File: src/rtl/arm7tdmi_decode_checker_sync_fifo.sv
// arm7tdmi_decode_checker_sync_fifo: synchronous FIFO with wrap-bit pointers and level output.
module arm7tdmi_decode_checker_sync_fifo #(
  parameter  int WIDTH = 6,
  parameter  int DEPTH = 8,
  localparam int AW    = $clog2(DEPTH)
) (
  input  logic             clk,
  input  logic             rst_n,
  input  logic             clear,
  input  logic             push,
  input  logic             pop,
  input  logic [WIDTH-1:0] wdata,
  output logic [WIDTH-1:0] rdata,
  output logic [AW:0]      level,
  output logic             full,
  output logic             empty
);
  logic [AW:0]      wr_q, rd_q, wr_d, rd_d;
  logic [WIDTH-1:0] mem_q [DEPTH];
  logic             do_push, do_pop;
  assign level   = wr_q - rd_q;
  assign full    = level == (AW+1)'(DEPTH);
  assign empty   = level == '0;
  assign do_push = push && !full && !clear;
  assign do_pop  = pop && !empty && !clear;
  assign rdata   = mem_q[rd_q[AW-1:0]];
  always_comb begin
    wr_d = clear ? '0 : do_push ? wr_q + 1'b1 : wr_q;
    rd_d = clear ? '0 : do_pop ? rd_q + 1'b1 : rd_q;
  end
  always_ff @(posedge clk or negedge rst_n) begin
    if (!rst_n) begin
      wr_q <= '0;
      rd_q <= '0;
    end else begin
      wr_q <= wr_d;
      rd_q <= rd_d;
    end
  end
  always_ff @(posedge clk) begin
    if (do_push) mem_q[wr_q[AW-1:0]] <= wdata;
  end
endmodule

File: config.mk
export PLATFORM = sky130hd
export DESIGN_NAME = arm7tdmi_decode_checker_sync_fifo
export DESIGN_NICKNAME = d
export VERILOG_FILES = /design/src/rtl/arm7tdmi_decode_checker_sync_fifo.sv
export SDC_FILE = /design/constraint.sdc
export NUM_CORES = 1
export LEC_CHECK = 0
export CAP_MARGIN = 0
export CORE_MARGIN = 1
export CORE_UTILIZATION = 55
export DETAILED_ROUTE_END_ITERATION = 16
export PLACE_DENSITY = 0.78
export SYNTH_ARGS = -nofsm -noshare
export SYNTH_HDL_FRONTEND = slang
export SYNTH_SLANG_ARGS = --single-unit
File: constraint.sdc
create_clock -name clk -period 5.7 [get_ports clk]
set_clock_uncertainty 0.15 [all_clocks]
set_input_delay 0.855 -clock clk [delete_from_list [all_inputs] [get_ports clk]]
set_output_delay 0.855 -clock clk [all_outputs]
set_load 0.01 [all_outputs]
==> run summary <==
Outcome = complete, no violations
H-tree levels = 2
Max Transition Viols Final = 0
Worst slack, placed = 1900 ps
Final setup vio count = 0
Chip width = 69.1 microns
Final ANT Viol Nets = 0
DR DRC count = 0
Die Span Y = 69.1 microns
RSZ-0062 raised after global routing = no
Cell area after placement = 2750 sq um
Startpoint types = flip-flop
Total number of vias = 1,411
PostCTS Resize Cnt = 0
Post-Syn Area per Cell = 15.4 sq um
Max VDD drop = 0.189 mV
Post-CTS Setup Bufs = 0
Crit path kind = flip-flop to primary output
Worst Tran Pin Value = 1130 ps
FMAX = 241 MHz
Nature of the critical path endpoint = primary output
Post-route cell area = 2840 sq um
Fraction of layout cells with a size suffix above 1 = 15.5%
Mapped Nets = 178
P_leak = 0.994 nW
Adder-cell share of the synthesized area = 3.34%
Row count = 24
Number of global-route vias before repair = 1,443
Fin nets = 203
Synth Area in Compound Gates = 3.03%
Fill cell count = 300
Clock Tree Root = clkbuf_8
CTS hold repair buffers = 0
HPWL Detailed = 3110 microns
Die ar. = 4770 sq um
Vias per cell = 5.90
Pwr/cell area = 415 nW/um^2
Yosys cell types = 27
First-pass GRT wire length = 7360 microns
Hold Crit Class = flip-flop to flip-flop
ANT cells = 0
Synth Area in Simple Gates = 10.9%
Final worst slack = 1550 ps
Starting density of the core = 57.2%
Max cap viols = 0
Total length of routed wires = 4450 microns
Total negative slack = 0 ps
Largest net degree at the start of global routing = 19
Global placement routability congestion = 0.835
Ys Warns = 0
Synth Area in XOR/XNOR = 1.77%
Largest buffer count on any clock path = 2
Syn-to-layout area delta = 14.7%
Mux share of post-synthesis cell area = 12.1%
Total core area = 4320 sq um
Clock-pin slew on the worst setup and hold paths = 90 ps
Period utilisation layout = 72.8%
GRT Overall Usage = 20.7%
# IOs = 23
Initial antenna violation count = 0
Grt ovf = 0
Largest family of logic cells by synthesized area = multiplexers
Final core utilization = 65.6%
Avg WL per Cell = 18.6 microns
Synth Cell Area = 2470 sq um
Worst Path Max Fanout = 16
CTS Buf Count = 5
Synth Instances = 161
CP required = 4700 ps
IO Port Bufs = 22
Max-slew headroom = 23.8%
Worst skew pair latency = 310 ps
Synth Register Bits = 56
Final Hold Fails = 0
Register area share after synthesis = 66.4%
Post-route minimum period = 4150 ps
WP data arrival = 3140 ps
CTS tree = yes
CTS sink cnt = 56
1st-pass router iterations = 4
Iter 0 DRT Violations = 122
stage by stage:
stage,power [W],cells,hold WS (ps)
floorplan,0.000801,161,409
global placement,0.000963,231,469
detailed placement,0.000977,231,485
CTS,0.00119,239,503
global route,0.00125,239,568
finish,0.00118,239,504
layer usage:
metal,part of all wire [%],GRT usage (%)
met1,44,28.9
met2,49,32.1
met3,4.3,4.97
met4,2.1,7.48
met5,0,0
logic make-up after synthesis:
family	count (synthesis)
multiplexers	15
adder cells (fa/ha/maj)	6
AO/OA/AOI/OAI	11
flip-flops	56
XOR/XNOR	5
buffers and inverters	14
AND/OR/NAND/NOR	54
state kept, by name, indices dropped and copies added (netlist names):
name,flops
wr_q,4
mem_q,48
rd_q,4
synth_stat cells:
cell type	n	area share, %
edfxtp_1	48	58
nand2_1	21	3.2
mux4_2	12	11
dfrtp_1	8	8.1
nor2_1	8	1.2
inv_1	7	1.1
nor3_1	7	1.4
a21oi_1	5	1.0
ha_1	5	2.5
xor2_1	5	1.8
clkbuf_1	4	0.61
nand2b_1	4	1.0
or3_1	4	1.0
mux2i_1	3	1.2
o21ai_0	3	0.61
buf_4	2	0.61
nand3b_1	2	0.61
nand4_1	2	0.51
nor4_1	2	0.51
or2_2	2	0.51
a21o_2	1	0.35
a221oi_1	1	0.35
a31o_4	1	0.71
and3b_4	1	0.51
buf_1	1	0.15
fa_1	1	0.81
or3_4	1	0.46
area by class of cell:
class                           count  area (sq um)  share of cell area (%)
Tap cell                           52          65.1                    2.29
Sequential cell                    56          1640                    57.8
Clock buffer                        5          68.8                    2.43
Inverter                            7          26.3                   0.926
Timing Repair Buffer               25           243                    8.55
Multi-Input combinational cell     91           772                    27.2
Clock inverter                      3          21.3                   0.750
worst max-delay path: stages (launching register included):
cell and delay (ps):
dfrtp_1 770, inv_1 180, fa_1 440, xor2_1 170, or3_1 370, a21oi_1 310, clkdlybuf4s50_1 600
layout by cell type (no fill, tap or decap):
cell type,count
a21o_2,1
a21oi_1,5
a221oi_1,1
a31o_4,1
and3b_4,1
buf_4,3
clkbuf_8,5
clkdlybuf4s50_1,22
clkinv_2,1
clkinvlp_4,1
dfrtp_1,8
edfxtp_1,48
fa_1,1
ha_1,5
inv_1,7
inv_6,1
mux2i_1,3
mux4_2,12
nand2_1,21
nand2b_1,4
nand3b_1,2
nand4_1,2
nor2_1,8
nor3_1,7
nor4_1,2
o21ai_0,3
or2_2,2
or3_1,4
or3_4,1
xor2_1,5
report_power, final:
group	internal, W	switching, W
logic	0.000254	0.000210
registers	0.000472	0.0000314
clock network	0.0000873	0.000125
total	0.000813	0.000366
path summary, 6_finish.rpt:
check | to | cells past startpoint | startpoint | slack (ps)
max | full | 6 | rd_q[1]$_DFFE_PN0P_ | 1550
min | wr_q[3]$_DFFE_PN0P_ | 2 | wr_q[3]$_DFFE_PN0P_ | 500
max reg2reg | mem_q[2][5]$_DFFE_PP_ | 7 | rd_q[1]$_DFFE_PN0P_ | 1920
min reg2reg | wr_q[3]$_DFFE_PN0P_ | 2 | wr_q[3]$_DFFE_PN0P_ | 500
max in group asynchronous | rd_q[1]$_DFFE_PN0P_ | 1 | rst_n | 4460
min in group asynchronous | wr_q[2]$_DFFE_PN0P_ | 1 | rst_n | 670
Note: power is estimated with default switching activity, not from simulation.
